<file path="src/rtl/trng_reg_pkg.sv">
// Shared definitions for the TRNG register bank: lane arithmetic and error classes.
package trng_reg_pkg;

  localparam int BYTE_WIDTH_DEFAULT = 8;

  function automatic int lanes(input int width, input int byte_width = BYTE_WIDTH_DEFAULT);
    return (width - 1) / byte_width + 1;
  endfunction

  typedef enum logic [1:0] {
    ERR_NONE,
    ERR_LOCKED,
    ERR_RANGE
  } reg_err_e;

endpackage

</file>
<file path="src/rtl/byte_write_reg_entry.sv">
// One bank entry: WIDTH-bit register with per-lane write enables and a sticky lock.
module byte_write_reg_entry
  import trng_reg_pkg::*;
#(
  parameter int              WIDTH       = 32,
  parameter int              BYTE_WIDTH  = BYTE_WIDTH_DEFAULT,
  parameter int              WE_WIDTH    = lanes(WIDTH, BYTE_WIDTH),
  parameter logic [WIDTH-1:0] RESET_VALUE = '0
) (
  input  logic                clk,
  input  logic                rst,
  input  logic [WE_WIDTH-1:0] lane_en,
  input  logic [WIDTH-1:0]    d,
  input  logic                lock_set,
  output logic [WIDTH-1:0]    q,
  output logic                locked
);

  logic [WIDTH-1:0] bit_en;

  // The top lane is clipped naturally: only bits below WIDTH exist.
  always_comb begin
    bit_en = '0;
    for (int i = 0; i < WIDTH; i++) bit_en[i] = lane_en[i / BYTE_WIDTH];
  end

  always_ff @(posedge clk or negedge rst) begin
    if (!rst) begin
      q      <= RESET_VALUE;
      locked <= 1'b0;
    end else begin
      if (!locked) q <= (q & ~bit_en) | (d & bit_en);
      if (lock_set) locked <= 1'b1;
    end
  end

endmodule

</file>
<file path="src/rtl/byte_write_reg_bank.sv">
// Addressed bank of byte-writable registers with registered read, sticky locks and error pulse.
// Define BYTE_WRITE_REG_BANK_FWD_EN for write-first same-address read/write (default is read-first).
module byte_write_reg_bank
  import trng_reg_pkg::*;
#(
  parameter int               WIDTH       = 32,
  parameter int               BYTE_WIDTH  = BYTE_WIDTH_DEFAULT,
  parameter int               DEPTH       = 8,
  localparam int              WE_WIDTH    = lanes(WIDTH, BYTE_WIDTH),
  localparam int              ADDR_WIDTH  = (DEPTH > 1) ? $clog2(DEPTH) : 1,
  parameter logic [WIDTH-1:0] RESET_VALUE = '0
) (
  input  logic                  clk,
  input  logic                  rst,
  input  logic [WE_WIDTH-1:0]   we_i,
  input  logic [ADDR_WIDTH-1:0] waddr_i,
  input  logic [WIDTH-1:0]      d_i,
  input  logic                  lock_i,
  input  logic                  re_i,
  input  logic [ADDR_WIDTH-1:0] raddr_i,
  output logic [WIDTH-1:0]      d_o,
  output logic                  valid_o,
  output logic                  err_o,
  output logic [DEPTH-1:0]      lock_o
);

  localparam logic [ADDR_WIDTH:0] DEPTH_L = (ADDR_WIDTH + 1)'(DEPTH);

  logic [WIDTH-1:0] q [DEPTH];
  logic [DEPTH-1:0] locked;
  logic             w_in_range, r_in_range, wr_any, wr_locked;
  logic [WIDTH-1:0] rd_data;
  reg_err_e         err_kind;

  assign w_in_range = {1'b0, waddr_i} < DEPTH_L;
  assign r_in_range = {1'b0, raddr_i} < DEPTH_L;
  assign wr_any     = |we_i;
  assign lock_o     = locked;

  for (genvar g = 0; g < DEPTH; g++) begin : g_entry
    logic sel;
    assign sel = w_in_range && (waddr_i == ADDR_WIDTH'(g));
    byte_write_reg_entry #(
      .WIDTH      (WIDTH),
      .BYTE_WIDTH (BYTE_WIDTH),
      .WE_WIDTH   (WE_WIDTH),
      .RESET_VALUE(RESET_VALUE)
    ) u_entry (
      .clk     (clk),
      .rst     (rst),
      .lane_en (sel ? we_i : '0),
      .d       (d_i),
      .lock_set(sel && lock_i),
      .q       (q[g]),
      .locked  (locked[g])
    );
  end

  always_comb begin
    wr_locked = 1'b0;
    rd_data   = '0;
    for (int k = 0; k < DEPTH; k++) begin
      if (waddr_i == ADDR_WIDTH'(k)) wr_locked = locked[k];
      if (raddr_i == ADDR_WIDTH'(k)) rd_data = q[k];
    end
`ifdef BYTE_WRITE_REG_BANK_FWD_EN
    // Forward only writes that will actually land (in range, unlocked).
    if (wr_any && w_in_range && !wr_locked && (waddr_i == raddr_i)) begin
      for (int i = 0; i < WIDTH; i++)
        if (we_i[i / BYTE_WIDTH]) rd_data[i] = d_i[i];
    end
`endif
  end

  always_comb begin
    err_kind = ERR_NONE;
    if (wr_any && w_in_range && wr_locked) err_kind = ERR_LOCKED;
    if (((wr_any || lock_i) && !w_in_range) || (re_i && !r_in_range)) err_kind = ERR_RANGE;
  end

  always_ff @(posedge clk or negedge rst) begin
    if (!rst) begin
      d_o     <= '0;
      valid_o <= 1'b0;
      err_o   <= 1'b0;
    end else begin
      valid_o <= re_i && r_in_range;
      if (re_i && r_in_range) d_o <= rd_data;
      err_o   <= (err_kind != ERR_NONE);
    end
  end

endmodule

</file>
<file path="config.mk">
export PLATFORM = sky130hd
export DESIGN_NAME = byte_write_reg_bank
export DESIGN_NICKNAME = d
export VERILOG_FILES = /design/src/rtl/trng_reg_pkg.sv /design/src/rtl/byte_write_reg_entry.sv /design/src/rtl/byte_write_reg_bank.sv
export SDC_FILE = /design/constraint.sdc
export NUM_CORES = 1
export LEC_CHECK = 0
export BUFFER_PORTS_ARGS = -buffer_cell sky130_fd_sc_hd__buf_2
export CORE_ASPECT_RATIO = 1.25
export CORE_MARGIN = 3
export CORE_UTILIZATION = 40
export DETAILED_ROUTE_END_ITERATION = 8
export GPL_TIMING_DRIVEN = 0
export SLEW_MARGIN = 40
export SYNTH_ARGS = -nofsm -noshare
export SYNTH_HDL_FRONTEND = slang
export SYNTH_SLANG_ARGS = --single-unit
</file>
<file path="constraint.sdc">
create_clock -name clk -period 3.75 [get_ports clk]
set_input_delay 0.9375 -clock clk [delete_from_list [all_inputs] [get_ports clk]]
set_output_delay 0.9375 -clock clk [all_outputs]
set_load 0.05 [all_outputs]
</file>
# Word-level counts from Yosys, hierarchy flattened
# Index checks and enable logic that the tools add are counted.
# word_totals
ff_bits	298
inputBits	46
out_inout_bits	42
word_cells	103
# classes
eq_ne	14
muxes	25
bitwise	32
n_reduce_logical	13
# ops
cell	count
AND 32 bit	16
2-to-1 mux 32 bit	8
NOT 32 bit	8
bitwise OR 32 bit	8
2-to-1 mux 4 bit	8
equality test 3 bit (second input constant)	8
equality test 3 x 2 -> 1 bit (second input constant)	4
logical AND 1 bit	9
2-to-1 mux 1 bit	9
equality test 3 x 1 -> 1 bit (second input constant)	2
zero test 3 bit	2
OR reduction 4 bit	1
nonzero test 2 bit	1

# Depth between registers and ports, before layout
# Gate-level depths: netlist of the first run.
# depth
depth_word	12
mapped_depth	7

# Hierarchy
# A second synthesis of the first run with hierarchy kept.
# hier_totals
cells_unflattened	1139
area_unflattened_um2	15269.6
# modules_own_cells
module	instances	cells_each	area_per_inst_um2	seq_area_each_um2
byte_write_reg_entry	8	74	1392.6	825.8
byte_write_reg_bank	1	547	4129.0	850.8

# Worst setup path before layout of the first run
# Ideal clock, no wire load.
# synth_timing
path_type	in2reg
start	input waddr_i[2]
end	register (tool-made name)
setup_time_ns	0.125
t_arrival_ns	2.127
required_time_ns	3.625
slack_ns	1.498
path_stages	5
path_buffers	2
path_cell_list	buf_2 buf_2 nand2_1 nor3_4 mux2_2
# synth_lines
item	line	rtl
start: declaration	byte_write_reg_bank.sv:16	input logic [ADDR_WIDTH-1:0] waddr_i,

# Final worst setup path of the first run
# layout_timing
start	input raddr_i[2]
end	register d_o[17]
# layout_between
elab_chain_len	9
word_cells_on_any_way	16
classes_between	7 x eq/ne; 8 x mux; 1 x reduce/logical
# layout_lines
item	line	rtl
start: declaration	byte_write_reg_bank.sv:20	input logic [ADDR_WIDTH-1:0] raddr_i,
zero test 3 bit	byte_write_reg_bank.sv:64	if (raddr_i == ADDR_WIDTH'(k)) rd_data = q[k];
2-to-1 mux 32 bit (7 in a row)	byte_write_reg_bank.sv:64	
2-to-1 mux 32 bit *	byte_write_reg_bank.sv:64	
end signal: assignment	byte_write_reg_bank.sv:88	if (re_i && r_in_range) d_o <= rd_data;
end: declaration	byte_write_reg_bank.sv:21	output logic [WIDTH-1:0] d_o,
# Mark *: on every way between the ends. The rest lies on a longest branch, timed or not.
# A chain may end at the register's enable or synchronous reset.

==> key figures, run 1 <==
Synth
  • Synth Warn #: 0
  • Top cell type by total area after synthesis: dfrtp_1
  • Gate Count Post-Synth: ~1100
  • Synth cell types: 48
  • Share of synthesized registers carrying an async set or reset: 100.0%
  • Mapped Area: 13630 µm²
  • #FFs+latches synth: 298
  • Net count after synthesis: 1115
  • Ranking of synthesized cells by area: dfrtp_1 55%, mux2_2 21%, o21ai_0 3.5%
  • Post-synth EDFFs: 0
  • Ys flop type: dfrtp_1
  • Register area share after synthesis: 54.71%
  • Top-count cell post-synth: dfrtp_1
  • Synth top area share: 54.71%
  • Avg Inst Size Synth: 12.75 µm²
  • Commonest cells in the netlist: 298 x dfrtp_1, 253 x mux2_2, 96 x o21ai_0

Critical path
  • Reg-to-reg startpoint: g_entry[3].u_entry.locked
  • Critical path's slowest cell: clkbuf_1
  • WP buf/inv: 4
  • End of the critical path: d_o[17]
  • Critical Path End Type: flip-flop
  • Cells on worst reg2reg path: 3
  • Crit path top cell by count: buf_2
  • Cells along the critical path: buf_2 > buf_2 > buf_4 > nand3_1 > clkbuf_1 > o22ai_1 > a21o_1
  • Critical Path RT: 4.19 ns
  • CP Depth: 7
  • Kind of critical path: in -> reg
  • Crit path launch: raddr_i[2]
  • CP peak stage delay: 0.68 ns
  • R2R Setup Slk: 1.79 ns
  • Top delay family on crit path: buffers and inverters
  • CP startpoint kind: primary input
  • WP data arrival: 3.09 ns
  • Critical path fanouts, max: 10

Clock network
  • CTS tree: yes
  • Cts hold-fix bufs: 0
  • Maximum clock path buffer count: 3
  • H-Tree Depth: 1
  • Root buffer cell: clkbuf_16
  • CTS sink count: 298
  • Post_cts resized: 0
  • Skew-Pair Late Insertion Delay: 0.57 ns
  • Clock Pin Slew Worst Setup and Hold Paths: 0.06 ns
  • Total CTS buffers: 31
  • Setup Fix Bufs, Post-CTS: 0

Run
  • Maxcap violations: 0

Global route
  • Total congestion overflow: 0
  • GRT Total Usage: 21.67%
  • Vias in the first global route: 9742
  • First-pass GRT wire length: 59590 µm
  • Initial antenna violation count: 3
  • Largest net degree at the start of global routing: 75

Layout
  • Final instance area: 15710 µm²
  • Layout cells sized above 1: 37.31%
  • Syn-to-layout area delta: 15.25%
  • Ant diodes: 0
  • Layout net count: 1238
  • Final Non-Filler Cells: 1632

Die
  • CORE AREA: between 30000 and 40000 µm²
  • Top-Level Pins: 88
  • Die area: 36340 µm²
  • Die width: between 150 and 200 µm
  • Core Rows: between 70 and 80
  • Die height: 212.4 µm
  • Starting Density: between 40 and 50%

Drt
  • Top Metal Used: met5
  • Wire length on met3: approximately 1600 µm
  • Initial DRT Pass Iterations: 5
  • Vias per std cell: 5.749
  • Final WL: slightly below 40000 µm
  • Routed wl met2: approximately 20000 µm
  • DRT met1 WL: between 15000 and 20000 µm
  • Initial DRC count: 586
  • Via Count: 9383
  • DRC Markers: 0
  • Final ANT Viol Nets: 0
  • WL/cell: 23.97 µm

STA
  • RSZ-0062 raised after global routing: no
  • Clock skew: 0.01909 ns
  • Min cycle time layout: 2.645 ns
  • Final Max Tran Viols: 0
  • Final period util: 70.53%
  • # setup viols final: 0
  • Worst-Margin Slew: 0.8950 ns
  • Final Hold Fails: 0
  • WHS: ~0.27 ns
  • Worst slew margin: 40.33%
  • Fmax: 378.1 MHz
  • Fin worst setup slack: about 1.1 ns

Pwr
  • Peak VDD IR: 0.4003 mV
  • LEAKAGE: 7.090 nW
  • Pwr Density: approximately 590 nW/µm²
  • Total Power: 0.009215 W

Placement
  • RD Place Congestion: 0.8287
  • Post-DP HPWL: 26340 µm
  • Port bufs: 84
  • Placed insts: roughly 1600
  • Worst Setup Slack post-DPL: 0.5745 ns
  • Post-DP Area: 14710 µm²

Run status
  • Outcome: finished clean

Worst hold path
  • Hold Crit Class: in -> async
[worst min path at each step]
stage	to	from	slack, ns
floorplan	flip-flop	flip-flop	0.45
global placement	flip-flop	flip-flop	0.47
detailed placement	flip-flop	flip-flop	0.48
CTS	d_o[25]	rst	0.27
global route	asynchronous set/reset pin	rst	0.28
finish	asynchronous set/reset pin	rst	0.27
[layout by cell type, fill, tap and decap left out, types with 6 or more instances in the layout]
cell       netlist  final
buf_4           11     13
nand2_1         44     44
clkbuf_16        0     31
o21ai_0         96     96
nand3_1         10     10
buf_2           13     96
a21o_1          26     26
nor2b_1         11     11
a21oi_1          8      8
clkbuf_8         0      9
mux2_2         253    253
o22ai_1         25     25
nor2_4           9      9
a31oi_1         26     26
mux2i_1         29     29
nor3_4           6      6
clkbuf_1        44     49
a221oi_1        50     50
dfrtp_1        298    298
clkinv_2         0      8
inv_1           34     34
o221ai_1         6      6
and3b_1         10     10
a211oi_1         6      6
[logic make-up (layout without fill, tap and decap cells)]
group                  count (synthesis)  in the layout  synth area share [%]
DFF                                  298            298                 54.71
muxes                                286            286                 23.36
AOI/OAI and AO/OA                    259            259                 12.57
and+or+nand+nor                      121            121                 6.032
buffers and inverters                105            250                 3.323
[report_power, final]
part / internal (W) / switching (W)
registers: 0.00404 / 0.000431
logic: 0.000855 / 0.000899
clock network: 0.00175 / 0.00124
total: 0.00664 / 0.00257
[final cells by class]
type	instances	area (µm²)
well taps	418	523.0
clock buffers	46	922.1
repair buffers	90	555.5
plain buffers	69	319.1
fillers	3025	17440
clock inverters	9	70.07
flip-flops and latches	298	7457
inverters	36	135.1
multi-input cells	666	5725
[worst register-to-register path, delay by kind of cell, from the launching register on]
kind,cells,cell delay [ns]
buffers and inverters,1,0.26
flip-flops,1,0.37
multiplexers,1,0.41
AND/OR/NAND/NOR,1,0.79
[metrics by stage]
step / util [%] / setup TNS [ns]
detailed placement: 44.39 / 0
global route: 47.39 / 0
finish: 47.39 / 0
global placement: 43.96 / -1169.64
CTS: 47.38 / 0
floorplan: - / 0
[routing by layer]
| layer | vias to the layer above | GRT usage [%] |
|---|---|---|
| met5 | - | 0 |
| met4 | 6 | 7.524 |
| met3 | 61 | 2.920 |
| met2 | 223 | 37.32 |
| met1 | 4886 | 28.19 |
| li1 | 4207 | - |
Power figures use the tool's default switching activity.
==> inputs of run 2 (changes only) <==
--- a/config.mk
+++ b/config.mk
@@ -5,6 +5,7 @@
 export SDC_FILE = /design/constraint.sdc
 export NUM_CORES = 1
 export LEC_CHECK = 0
+export ABC_AREA = 1
 export BUFFER_PORTS_ARGS = -buffer_cell sky130_fd_sc_hd__buf_2
 export CORE_ASPECT_RATIO = 1.25
 export CORE_MARGIN = 3
==> constraint.sdc (replaced) <==
create_clock -name clk -period 2.4 [get_ports clk]
set_input_delay 0.6 -clock clk [delete_from_list [all_inputs] [get_ports clk]]
set_output_delay 0.6 -clock clk [all_outputs]
set_load 0.05 [all_outputs]
==> key figures, run 2 <==
Run status
  • Outcome: finished clean

Pwr
  • Pwr Density: 857.2 nW/µm²
  • Total Power: 0.01268 W
  • Switch share: 26.85%
  • Comb pwr share: 12.2%
  • LEAKAGE: 7.024 nW
  • Peak VDD IR: approximately 0.48 mV
  • Internal Power: about 0.0093 W
  • Share of power burned in registers: 47.9%
  • Switching power total: 0.003406 W
  • Clock network power share: approximately two fifths

Critical path
  • Top delay family on crit path: simple AND/OR/NAND/NOR gates
  • Crit path launch: waddr_i[1]
  • WP buf/inv: 3
  • Critical path fanouts, max: 10
  • WP data arrival: 2.65 ns
  • Critical Path RT: 2.80 ns
  • Reg-to-reg startpoint: g_entry[6].u_entry.locked
  • Critical path's slowest cell: nor2_1
  • Crit path top cell by count: nand2_1
  • Critical Path End Type: flip-flop
  • CP startpoint kind: primary input
  • R2R Setup Slk: 0.28 ns
  • Cells along the critical path: buf_2 > inv_1 > nor2_1 > nand2_1 > nor2_1 > nand2_1 > clkbuf_1 > nand2_1 > o21ai_0
  • CP peak stage delay: 0.54 ns
  • Kind of critical path: in -> reg

Layout
  • Fillers: 3051
  • Ant diodes: 0
  • Final core occ: 47.60%
  • Final instance area: 14800 µm²
  • Commonest non-fill, non-tap cells in the layout: 427 x nand2_1, 298 x dfrtp_1, 265 x o21ai_0
  • Layout net count: 1615
  • Layout cells sized above 1: 11.62%
  • Commonest non-fill, non-tap cell in the layout: nand2_1
  • Syn-to-layout area delta: 16.91%

Global route
  • Largest net degree at the start of global routing: 75
  • GRT Total Usage: 22.59%
  • Initial antenna violation count: 1
  • First-pass GRT wire length: 59520 µm
  • Total congestion overflow: 0
  • Vias in the first global route: 10550

Clock network
  • Maximum clock path buffer count: 3
  • Total CTS buffers: 30
  • Root buffer cell: clkbuf_16
  • Skew-Pair Late Insertion Delay: roughly 0.55 ns
  • H-Tree Depth: 1
  • CTS tree: yes
  • Setup Fix Bufs, Post-CTS: 0
  • Post_cts resized: 0
  • Clock Pin Slew Worst Setup and Hold Paths: 0.06 ns
  • CTS sink count: approximately 300

Placement
  • Worst Setup Slack post-DPL: -0.3246 ns
  • RD Place Congestion: 0.8642
  • Post-DP HPWL: ~27000 µm
  • Port bufs: 81
  • Post-DP Area: 13700 µm²

Drt
  • WL/cell: 18.80 µm
  • Via Count: 10650
  • Final ANT Viol Nets: 0
  • Initial DRC count: 800
  • Vias per std cell: 5.329
  • DRC Markers: 0
  • Initial DRT Pass Iterations: 7
  • Final WL: around 38000 µm

STA
  • Clock skew: 0.01077 ns
  • Worst-Margin Slew: 0.8029 ns
  • Fin worst setup slack: 0.1455 ns
  • RSZ-0062 raised after global routing: no
  • # setup viols final: 0
  • Min cycle time layout: around 2.3 ns
  • Fmax: 443.6 MHz
  • Worst slew margin: 46.47%
  • Final Hold Fails: 0
  • Setup TNS: 0 ns
  • Final period util: 93.94%
  • Final Max Tran Viols: 0

Die
  • Die area: 33820 µm²
  • CORE AREA: a little over 30000 µm²
  • Starting Density: between 40 and 50%
  • Top-Level Pins: 88
  • Die height: 204.9 µm
  • Core Rows: roughly 70
  • Die width: 165.1 µm

Synth
  • Avg Inst Size Synth: 8.722 µm²
  • Ranking of synthesized cells by area: dfrtp_1 59%, nand2_1 13%, o21ai_0 10%
  • Register area share after synthesis: 58.92%
  • Share of synthesized registers carrying an async set or reset: 100.0%
  • Net count after synthesis: 1497
  • Gate Count Post-Synth: 1451
  • Synth cell types: 26
  • #FFs+latches synth: about 300
  • Top cell type by total area after synthesis: dfrtp_1
  • Synth Warn #: 0
  • Post-synth EDFFs: 0
  • Mapped Area: 12660 µm²
  • Ys flop type: dfrtp_1
  • Commonest cells in the netlist: 427 x nand2_1, 298 x dfrtp_1, 265 x o21ai_0
  • Synth top area share: about three fifths
  • Top-count cell post-synth: nand2_1

Worst hold path
  • Worst Min Path Start: re_i
  • Hold Crit Class: in -> reg

Run
  • Maxcap violations: 0
-- run 2: cell types whose count changed after synthesis, moves of 29 or more --
cell / delta
inv_1: +57
o21ai_0: +169
nand2_1: +383
nand3_1: +86
mux2_2: -253
mux2i_1: -29
nor2_1: +37
a21oi_1: +33
a221oi_1: -50
-- run 2: final timing paths --
| check | endpoint | cells after the start |
|---|---|---|
| max in group asynchronous | d_o[24] | 4 |
| worst max-delay path | flip-flop | 9 |
| min in group asynchronous | d_o[23] | 2 |
| worst min register to register | d_o[2] | 2 |
| worst min-delay path | valid_o | 1 |
| worst max register to register | flip-flop | 5 |
-- run 2: stage by stage --
stage	std cells	hold slack [ns]
2_1_floorplan	1451	0.3044
3_3_place_gp	1939	0.4653
3_5_place_dp	1943	0.4714
4_1_cts	1999	0.1514
5_1_grt	1999	0.1603
6_report	1999	0.1698
-- run 2: power groups by stage --
stage	logic, W	clock network (W)	registers (W)
CTS	0.00157	0.00515	0.00606
global route	0.00176	0.00535	0.00615
floorplan	0.000762	0	0.00635
detailed placement	0.00156	0	0.00615
finish	0.00155	0.00507	0.00607
global placement	0.00150	0	0.00613
-- run 2: final cells by class --
| cell class | count | area (µm²) | area share (%) |
|---|---|---|---|
| multi-input combinational | 974 | 4471 | 30.22 |
| sequential | 298 | 7457 | 50.40 |
| inverter | 93 | 349.1 | 2.359 |
| tap | 407 | 509.2 | 3.442 |
| buffer | 86 | 387.9 | 2.622 |
| clock buffer | 44 | 924.6 | 6.249 |
| clock inverter | 11 | 161.4 | 1.091 |
| timing repair buffer | 86 | 535.5 | 3.619 |
-- run 2: timing repair --
action / in CTS / in global routing
hold buffers: 1 / 0
hold endpoints to repair: 39 / 0
setup endpoints to repair: 0 / 0
-- run 2: cell families (layout without fill, tap and decap cells) --
| group | after synthesis | after routing | synth area share (%) |
|---|---|---|---|
| simple gates | 603 | 603 | 19.74 |
| compound gates | 371 | 371 | 15.52 |
| buf+inv | 179 | 320 | 5.813 |
| flops | 298 | 298 | 58.92 |
-- run 2: routing by layer --
metal	track usage (%)	up-vias	wire, µm
li1	-	5061	-
met1	30.61	5231	15990
met2	37.29	287	18210
met3	2.994	72	2053
met4	7.851	2	1320
met5	0	-	13
==> inputs of run 3 (changes only) <==
--- a/config.mk
+++ b/config.mk
@@ -5,7 +5,7 @@
 export SDC_FILE = /design/constraint.sdc
 export NUM_CORES = 1
 export LEC_CHECK = 0
-export ABC_AREA = 1
+export ABC_AREA = 0
 export BUFFER_PORTS_ARGS = -buffer_cell sky130_fd_sc_hd__buf_2
 export CORE_ASPECT_RATIO = 1.25
 export CORE_MARGIN = 3
==> key figures, run 3 (synthesis results as in run 1) <==
Placement
  • Post-DP Area: 14710 µm²
  • Post-DP HPWL: ~26000 µm
  • Port bufs: 84
  • RD Place Congestion: 0.8287

Layout
  • Fillers: 3024
  • Layout cells sized above 1: 37.28%
  • Layout net count: 1239
  • Final instance area: about 16000 µm²
  • Commonest non-fill, non-tap cell in the layout: dfrtp_1
  • Ant diodes: 0
  • Syn-to-layout area delta: 15.32%
  • Commonest non-fill, non-tap cells in the layout: 298 x dfrtp_1, 253 x mux2_2, 96 x buf_2, 96 x o21ai_0, 50 x a221oi_1

Global route
  • First-pass GRT wire length: approximately 60000 µm
  • GRT Total Usage: between 20% and 30%
  • Initial antenna violation count: 3
  • Vias in the first global route: 9752
  • Largest net degree at the start of global routing: 75
  • Total congestion overflow: 0

Run status
  • Outcome: finished clean

Drt
  • Vias per std cell: 5.751
  • WL/cell: 23.93 µm
  • Initial DRT Pass Iterations: 5
  • DRC Markers: 0
  • Via Count: ~9400
  • Final ANT Viol Nets: 0
  • Initial DRC count: between 500 and 600
  • Final WL: 39080 µm

Critical path
  • Critical path's slowest cell: clkbuf_1
  • Critical Path End Type: flip-flop
  • CP peak stage delay: around 0.67 ns
  • Cells along the critical path: buf_2 > buf_2 > buf_4 > nand3_1 > clkbuf_1 > o22ai_1 > a21o_1
  • Critical Path RT: 2.84 ns
  • Crit path top cell by count: buf_2
  • Critical path fanouts, max: 10
  • Top delay family on crit path: buffers and inverters
  • WP data arrival: 2.73 ns
  • Kind of critical path: in -> reg
  • WP buf/inv: 4
  • CP startpoint kind: primary input

STA
  • Worst-Margin Slew: between 0.9 and 1 ns
  • Min cycle time layout: approximately 2.3 ns
  • Final Max Tran Viols: 0
  • RSZ-0062 raised after global routing: no
  • Final Hold Fails: 0
  • Worst slew margin: between 30% and 40%
  • Clock skew: approximately 0.021 ns
  • Fmax: roughly 440 MHz
  • Final period util: a little over nine tenths
  • # setup viols final: 0
  • Setup TNS: 0 ns

Die
  • Starting Density: between 40% and 50%
  • Die area: 36340 µm²
  • Die width: 171.1 µm
  • Top-Level Pins: 88
  • Die height: roughly 210 µm
  • CORE AREA: 33150 µm²
  • Core Rows: 74

Pwr
  • LEAKAGE: 7.094 nW
  • Peak VDD IR: ~0.62 mV
  • Pwr Density: between 900 and 1000 nW/µm²
  • Total Power: 0.01440 W

Clock network
  • Setup Fix Bufs, Post-CTS: 0
  • Skew-Pair Late Insertion Delay: 0.56 ns
  • Clock Pin Slew Worst Setup and Hold Paths: 0.06 ns
  • Total CTS buffers: 31
  • CTS tree: yes
  • Post_cts resized: 0
  • Root buffer cell: clkbuf_16
  • H-Tree Depth: 1
  • Maximum clock path buffer count: 3
  • CTS sink count: 298

Worst hold path
  • Hold Crit Class: in -> reg

Run
  • Maxcap violations: 0
==> run 3: path summary, 6_finish.rpt <==
check	endpoint	slack [ns]	depth (start not counted)	startpoint
worst max-delay path	d_o[17]	0.12	7	raddr_i[2]
worst min register to register	flip-flop	0.49	1	flip-flop
min in group asynchronous	asynchronous set/reset pin	0.53	2	rst
worst max register to register	flip-flop	0.42	3	g_entry[3].u_entry.locked
max in group asynchronous	asynchronous set/reset pin	0.84	4	rst
worst min-delay path	valid_o	0.25	1	re_i
==> run 3: metal layers <==
layer | share of wire, % | GRT usage [%] | routed length [µm]
met1 | 42 | 28.20 | 16300
met4 | 3.4 | 7.524 | 1312
met3 | 4.4 | 2.920 | 1721
met2 | 50 | 37.34 | 19710
met5 | 0.087 | 0 | 34
==> run 3: what timing repair did <==
item / in CTS / in global routing
hold buffers: 1 / 0
hold endpoints to repair: 45 / 0
endpoints found under the setup margin: 0 / 0
==> run 3: area by class of cell <==
type	instances	area [µm²]	area share (%)
well taps	418	523.0	3.327
clock buffers	46	922.1	5.867
inverters	36	135.1	0.8597
clock inverters	9	70.07	0.4458
repair buffers	91	565.5	3.598
flip-flops and latches	298	7457	47.44
plain buffers	69	319.1	2.030
multi-input cells	666	5725	36.43
==> run 3: worst reg2reg max path: stages, from the launching register on <==
cell      delay (ns)
dfrtp_1         0.37
clkbuf_1        0.26
nor3b_2         0.80
mux2_2          0.41
==> run 3: power breakdown <==
| group | internal (W) | switching (W) |
|---|---|---|
| Combinational | 0.00134 | 0.00140 |
| Sequential | 0.00631 | 0.000673 |
| Clock | 0.00274 | 0.00195 |
==> run 3: metrics by stage <==
step / instances / worst slack, ns / hold WS (ns) / utilization [%]
finish: 1633 / 0.1153 / 0.2471 / 47.42
global route: 1633 / 0.05454 / 0.2325 / 47.42
CTS: 1633 / 0.1624 / 0.2117 / 47.41
detailed placement: 1577 / -0.4380 / 0.4778 / 44.39
global placement: 1571 / -4.960 / 0.4674 / 43.96
floorplan: 1069 / 0.4860 / 0.3044 / -
